==> src/rtl/dcm_lock_ctrl.sv <==
`default_nettype none
// ------------------------------------------------------------------------
// dcm_lock_ctrl - DCM_SP reset pulse, LOCKED qualification, retry/fail latch
// Rev 1.0
// ------------------------------------------------------------------------
module dcm_lock_ctrl #(
  parameter int RST_HOLD_CYC    = 8,
  parameter int LOCK_TIMEOUT    = 65535,
  parameter int LOCK_STABLE_CYC = 256,
  parameter int MAX_RETRY       = 7
) (
  input  logic       clk,
  input  logic       reset_n,
  input  logic       enable,
  input  logic       locked_in,
  input  logic [1:0] status_in,
  output logic       dcm_reset,
  output logic       dcm_ready,
  output logic       fail,
  output logic [3:0] retry_cnt
);

  localparam int TMR_MAX = (LOCK_TIMEOUT > RST_HOLD_CYC) ? LOCK_TIMEOUT : RST_HOLD_CYC;
  localparam int TMR_W   = $clog2(TMR_MAX + 1);
  localparam int STB_W   = $clog2(LOCK_STABLE_CYC + 1);

  localparam logic [TMR_W-1:0] RST_LAST  = TMR_W'(RST_HOLD_CYC - 1);
  localparam logic [TMR_W-1:0] WAIT_LAST = TMR_W'(LOCK_TIMEOUT - 1);
  localparam logic [STB_W-1:0] STB_LAST  = STB_W'(LOCK_STABLE_CYC - 1);

  typedef enum logic [2:0] {
    S_IDLE   = 3'd0,
    S_RST    = 3'd1,
    S_WAIT   = 3'd2,
    S_STABLE = 3'd3,
    S_READY  = 3'd4,
    S_FAIL   = 3'd5
  } state_t;

  state_t           state, state_nxt;
  logic [TMR_W-1:0] timer, timer_nxt;
  logic [STB_W-1:0] stb_cnt, stb_nxt;
  logic [3:0]       retry_nxt;
  logic [1:0]       lk_sync;
  logic [1:0]       st_meta, st_s;
  logic             lk_s, bad, good, retry;

  assign lk_s = lk_sync[1];
  assign bad  = st_s[0] | st_s[1];
  assign good = lk_s & ~bad;

  // LOCKED and STATUS come from the DCM clock domain
  always_ff @(posedge clk or negedge reset_n) begin
    if (!reset_n) begin
      lk_sync <= 2'b00;
      st_meta <= 2'b00;
      st_s    <= 2'b00;
    end else begin
      lk_sync <= {lk_sync[0], locked_in};
      st_meta <= status_in;
      st_s    <= st_meta;
    end
  end

  always_comb begin
    state_nxt = state;
    retry     = 1'b0;
    retry_nxt = retry_cnt;
    case (state)
      S_IDLE:   state_nxt = S_RST;
      S_RST:    if (timer == RST_LAST) state_nxt = S_WAIT;
      S_WAIT: begin
        if (good)                    state_nxt = S_STABLE;
        else if (timer == WAIT_LAST) retry     = 1'b1;
      end
      S_STABLE: begin
        if (!good)                   retry     = 1'b1;
        else if (stb_cnt == STB_LAST) state_nxt = S_READY;
      end
      S_READY:  if (!good) retry = 1'b1;
      S_FAIL:   state_nxt = S_FAIL;
      default:  state_nxt = S_IDLE;
    endcase

    if (retry) begin
      retry_nxt = (retry_cnt == 4'hF) ? retry_cnt : retry_cnt + 4'd1;
      state_nxt = (int'(retry_cnt) < MAX_RETRY) ? S_RST : S_FAIL;
    end

    if (!enable) state_nxt = S_IDLE;
    if (state_nxt == S_IDLE) retry_nxt = 4'd0;

    // Counters restart on every state entry and only advance where they are used
    timer_nxt = '0;
    stb_nxt   = '0;
    if (state_nxt == state) begin
      if (state == S_RST || state == S_WAIT) timer_nxt = timer + TMR_W'(1);
      if (state == S_STABLE)                 stb_nxt   = stb_cnt + STB_W'(1);
    end
  end

  // Outputs are decoded from the next state so they move on the transition edge
  always_ff @(posedge clk or negedge reset_n) begin
    if (!reset_n) begin
      state     <= S_IDLE;
      timer     <= '0;
      stb_cnt   <= '0;
      retry_cnt <= 4'd0;
      dcm_reset <= 1'b1;
      dcm_ready <= 1'b0;
      fail      <= 1'b0;
    end else begin
      state     <= state_nxt;
      timer     <= timer_nxt;
      stb_cnt   <= stb_nxt;
      retry_cnt <= retry_nxt;
      dcm_reset <= (state_nxt == S_IDLE) || (state_nxt == S_RST) || (state_nxt == S_FAIL);
      dcm_ready <= (state_nxt == S_READY);
      fail      <= (state_nxt == S_FAIL);
    end
  end

endmodule
`default_nettype wire

==> config.mk <==
export PLATFORM = sky130hd
export DESIGN_NAME = dcm_lock_ctrl
export DESIGN_NICKNAME = d
export VERILOG_FILES = /design/src/rtl/dcm_lock_ctrl.sv
export SDC_FILE = /design/constraint.sdc
export NUM_CORES = 1
export LEC_CHECK = 0
export CAP_MARGIN = 40
export CELL_PAD_IN_SITES_DETAIL_PLACEMENT = 0
export CELL_PAD_IN_SITES_GLOBAL_PLACEMENT = 1
export CORE_ASPECT_RATIO = 0.5
export CORE_MARGIN = 2
export CORE_UTILIZATION = 46
export CTS_CLUSTER_DIAMETER = 200
export DETAILED_ROUTE_END_ITERATION = 7
export PLACE_DENSITY = 0.86
export SYNTH_ARGS = -nofsm -noshare
export SYNTH_HDL_FRONTEND = slang
export SYNTH_SLANG_ARGS = --single-unit
export TNS_END_PERCENT = 5
==> constraint.sdc <==
create_clock -name clk -period 3.35 [get_ports clk]
set_clock_uncertainty 0.1 [all_clocks]
set_input_delay 0.5025 -clock clk [delete_from_list [all_inputs] [get_ports clk]]
set_output_delay 0.5025 -clock clk [all_outputs]
set_load 0.1 [all_outputs]
; ---- Word level (Yosys, flattened, before mapping)
; Cells that the tools add are included.
[word_totals]
inputBits = 6
word_cells = 58
out_inout_bits = 7
ff_bits = 41
[op_classes]
eq_ne = 14
n_reduce_logical = 8
bitwise = 3
muxes = 19
addsub = 3
magnitude_cmp = 1
[ops]
columns = operator, count
row1 = two-way mux 16 bit, 2
row2 = two-way mux 3 bit, 7
row3 = two-way mux 9 bit, 2
row4 = case mux 3 bit (6 select lines), 1
row5 = "adder 16 x 1 -> 16 bit, second input constant", 1
row6 = "== test 16 bit, second input constant", 1
row7 = "== test 16 x 3 -> 1 bit, second input constant", 1
row8 = "== test 3 bit, second input constant", 4
row9 = two-way mux 4 bit, 3
row10 = "adder 9 x 1 -> 9 bit, second input constant", 1
row11 = "== test 9 x 8 -> 1 bit, second input constant", 1
row12 = "== test 3 x 1 -> 1 bit, second input constant", 2
row13 = "== test 3 x 2 -> 1 bit, second input constant", 2
row14 = logical NOT 3 bit, 2
row15 = "adder 4 x 1 -> 4 bit, second input constant", 1
row16 = "== test 4 bit, second input constant", 1
row17 = "< comparator 4 x 3 -> 1 bit, second input constant", 1
row18 = == test 3 bit, 1
row19 = logical OR 1 bit, 3
row20 = two-way mux 1 bit, 3
row21 = "inequality test 2 x 1 -> 1 bit, second input constant", 1
row22 = case mux 1 bit (2 select lines), 1
row23 = AND reduction 2 bit, 1
row24 = nonzero test 2 bit, 1
row25 = 4 further kinds, 4

; ---- Longest topological paths before layout
[depth]
ltp_word = 10
ltp_mapped = 11
depth_no_buf = 11

; ---- Worst setup path before layout
; Ideal clock, no wire load.
[synth_timing]
path_kind = register to register
start = register stb_cnt[0]
end = register timer[10]
period_less_slack_ns = 2.520
path_slack_ns = 0.830
path_buffers = 1
required_ns = 3.173
arrival_time_ns = 2.343
setup_ns = 0.077
path_stages_with_launch = 12
path_cell_list = dfrtp_1 > ha_1 > nand3_1 > nor2_1 > and3_1 > ha_1 > nor4bb_1 > o32ai_1 > o21ai_1 > nand4_1 > buf_4 > a21oi_1
[synth_via]
elab_chain_cells = 8
[synth_rtl]
columns = element, line
row1 = "start, declared", 42  ; logic [STB_W-1:0] stb_cnt, stb_nxt;
row2 = "start signal, assigned", 115  ; stb_cnt <= stb_nxt;
row3 = == test 9 x 8 -> 1 bit, 78  ; else if (stb_cnt == STB_LAST) state_nxt = S_READY;
row4 = two-way mux 3 bit, 78
row5 = two-way mux 3 bit, 77  ; if (!good) retry = 1'b1;
row6 = case mux 3 bit (6 select lines), 69  ; case (state)
row7 = two-way mux 3 bit, 85  ; if (retry) begin
row8 = two-way mux 3 bit, 90  ; if (!enable) state_nxt = S_IDLE;
row9 = == test 3 bit, 96  ; if (state_nxt == state) begin
row10 = two-way mux 16 bit, 96
row11 = named net timer_nxt[10], 41  ; logic [TMR_W-1:0] timer, timer_nxt;
row12 = "end signal, assigned", 114  ; timer <= timer_nxt;
row13 = "end, declared", 41
; The timed path passes the listed nets, and every way through them passes these cells.
; A chain may end at the register's enable or synchronous reset.

; ---- Final worst setup path
[layout_timing]
start = register stb_cnt[0]
end = register timer[6]
; Same word-level chain as after synthesis.

==> key figures <==
Outcome
  • Status: completed

Clock tree
  • TritonCTS Buffers: 5
  • Worst skew pair latency: 0.29 ns
  • H-tree depth: 2
  • # resized after CTS: 0
  • Clk buf depth: 2
  • Clock tree sinks: 41
  • Postcts setup bufs: 0
  • CTS root buf: clkbuf_8
  • Hold-fix buffers, CTS: 0
  • TritonCTS clock tree: yes
  • Reg clk slew, reported paths: 0.08 ns

Logic synthesis
  • Synth warn: 0
  • Post-synth top area cell: dfrtp_1
  • Post-synth cell types: 48
  • Syn Area/Cell: roughly 9.8 um^2
  • Post-synth EDFFs: 0
  • Post-Syn Nets: 228
  • Synth Flop Type: dfrtp_1
  • Syn Inst Count: 217
  • Seq cells post-synth: 41
  • Synth top area cells: dfrtp_1, xnor2_1, a21oi_1
  • Synth async-reset ratio: 1.00
  • Sequential area share after synthesis: 0.481
  • Top-area cell type share of the netlist area: 0.468
  • Cell Area, Synth: 2140 um^2
  • Synth cell count leaders: dfrtp_1, a21oi_1, nand2_1
  • Most numerous cell in the Yosys netlist: dfrtp_1

Pwr
  • VDD IR max: 143 uV
  • Switching power share of the total: 0.240
  • Seq pwr share: 0.516
  • Total internal power: around 0.76 mW
  • Pwr Density: 410 nW/um^2
  • Logic gate share of total power: 0.091
  • Clk network pwr share: 0.393
  • P_leak: 1.02 nW
  • Sw power: 0.238 mW

Setup path
  • Delay-heaviest family, CP: simple AND/OR/NAND/NOR gates
  • Crit-path max FO: 16
  • Max incr delay on CP: 0.41 ns
  • Worst path most repeated cell: ha_1
  • Crit-path slowest cell: nor4bb_1
  • Setup CP Type: flop to flop
  • Crit path cell chain: ha_1, nand3_1, nor2_1, and3_1, ha_1, nor4bb_1, o32ai_1, o21ai_1, nand4_1, buf_4, a21oi_1
  • Worst path bufs/invs: 1
  • Worst EP required: 3.46 ns
  • CP Capture Type: flop
  • Crit path arrival time: 2.86 ns
  • Critical Path Source Type: flop

STA
  • Fmax: 364 MHz
  • Crit path time final: 2.74 ns
  • Slew margin rel.: 0.630
  • Least-Margin Pin Slew: 0.555 ns
  • Setup TNS: 0 ns
  • Final hold violations: 0
  • Final setup fails: 0
  • Final Max Slew Viols: 0
  • RSZ-0062 raised after global routing: false
  • Final period utilization: 0.819

Die
  • Die Height: 52.2 um
  • Total core area: about 4400 um^2
  • Die W: 100 um
  • Num ports: 13
  • Row Count: 17
  • Full die area: 5240 um^2
  • Initial Util: 0.483

Route
  • Antenna Nets Post-Route: 0
  • Drt wl/cell: 14.4 um
  • Metal1 wirelength: about 2200 um
  • Routed met3 length: 156 um
  • Drt pass-1 iters: 4
  • Post-Route WL: 4160 um
  • Initial DRC Count: 54
  • Residual DRC count: 0
  • Met2 wire length: 1800 um
  • Via density per instance: 5.57
  • DR vias: about 1600
  • Highest Signal Layer: met4

Layout
  • Area growth syn-to-layout: 13.5%
  • Ant diodes: 0
  • Nets: 241
  • Share of layout cells above drive strength 1: 0.117
  • Post-Layout Cell Count: between 200 and 300
  • Final core utilization: 0.548

Global routing
  • Vias in the first global route: 1554
  • Antenna violations before repair: 0
  • First-pass GRT wire length: 7140 um
  • GR Util All Layers: 0.179
  • Grt ovf: 0
  • Largest net degree at the start of global routing: 26

Placed design
  • Port-buffer cells: 12
  • HPWL after DPL: 2870 um
  • Final GP Congestion: 0.779
  • Placed cells: 280

Flow run
  • # Max-Cap Violations: 0

Min path
  • Hold/Removal Path Class: input pin to async pin
==> routing by layer <==
layer | global-route usage | up-vias
met3 | 0.0480 | 5
met2 | 0.286 | 27
li1 | - | 797
met5 | 0 | -
met4 | 0.0525 | 0
met1 | 0.243 | 774
==> metrics by stage <==
stage	setup WS (ns)	area [um^2]	hold WS, ns	power, mW
finish	0.606	2430	0.0332	0.994
global route	0.337	2430	0.0621	1.03
CTS	0.638	2430	0.0502	1.00
detailed placement	0.669	2320	0.241	0.613
global placement	0.768	2260	0.232	0.606
floorplan	0.830	2140	0.107	0.578
==> sequential cells by signal, summed over array words and instances, names as in the netlist <==
signal,flops
stb_cnt,9
lk_sync,2
dcm_ready,1
fail,1
st_s,2
retry_cnt,4
dcm_reset,1
state,3
timer,16
st_meta,2
==> power by group through the flow <==
| stage | Combinational, mW | Clock (mW) | Sequential [mW] |
|---|---|---|---|
| 2_1_floorplan | 0.0613 | 0 | 0.517 |
| 3_5_place_dp | 0.0907 | 0 | 0.523 |
| 6_report | 0.0902 | 0.391 | 0.513 |
| 5_1_grt | 0.102 | 0.418 | 0.515 |
| 3_3_place_gp | 0.0835 | 0 | 0.522 |
| 4_1_cts | 0.0914 | 0.396 | 0.513 |
==> path summary, 6_finish.rpt <==
kind / slack [ns] / endpoint / depth (start not counted) / start
max: 0.61 / timer[6] / 11 / stb_cnt[0]
min: 0.03 / dcm_ready / 1 / reset_n
max reg2reg: 0.61 / timer[6] / 11 / stb_cnt[0]
min reg2reg: 0.25 / st_s[1] / 0 / st_meta[1]
max in group asynchronous: 2.66 / timer[8] / 2 / reset_n
min in group clk: 0.25 / st_s[1] / 0 / st_meta[1]
==> cell families (layout without fill, tap and decap cells) <==
| family | after synthesis | count (layout) | synth area share |
|---|---|---|---|
| simple gates | 92 | 92 | 0.246 |
| flops | 41 | 41 | 0.481 |
| compound gates | 40 | 40 | 0.117 |
| xor+xnor | 19 | 19 | 0.0779 |
| buf+inv | 19 | 33 | 0.0445 |
| fa+ha+maj | 5 | 5 | 0.0293 |
| mux | 1 | 1 | 0.00468 |
==> cell usage in the layout, fill, tap and decap left out, types with 2 or more instances in the layout <==
| cell | netlist | layout |
|---|---|---|
| dfrtp_1 | 40 | 40 |
| a21oi_1 | 23 | 23 |
| nand2_1 | 22 | 22 |
| xnor2_1 | 15 | 15 |
| nand4_1 | 11 | 11 |
| nand3_1 | 10 | 10 |
| nor2_1 | 10 | 10 |
| inv_1 | 8 | 8 |
| buf_4 | 3 | 7 |
| and3_1 | 6 | 6 |
| clkdlybuf4s50_1 | 0 | 6 |
| ha_1 | 5 | 5 |
| clkbuf_8 | 0 | 5 |
| nor3_1 | 4 | 4 |
| and4_1 | 4 | 4 |
| o21ai_0 | 4 | 4 |
| xor2_1 | 4 | 4 |
| nor2b_1 | 3 | 3 |
| and2_1 | 3 | 3 |
| nor4bb_1 | 2 | 2 |
| nor4_1 | 2 | 2 |
| and4_2 | 2 | 2 |
| nand3b_1 | 2 | 2 |
| o21a_1 | 2 | 2 |
| nand2b_1 | 2 | 2 |
| or3_1 | 2 | 2 |
| buf_8 | 0 | 2 |
==> layout make-up <==
| type | instances | area, um^2 |
|---|---|---|
| Fill cell | 393 | 2000 |
| Clock inverter | 2 | 35.0 |
| Sequential cell | 41 | 1030 |
| Clock buffer | 6 | 72.6 |
| Timing Repair Buffer | 17 | 175 |
| Multi-Input combinational cell | 157 | 1010 |
| Inverter | 8 | 30.0 |
| Tap cell | 57 | 71.3 |
Note: power is estimated with default switching activity, not from simulation.
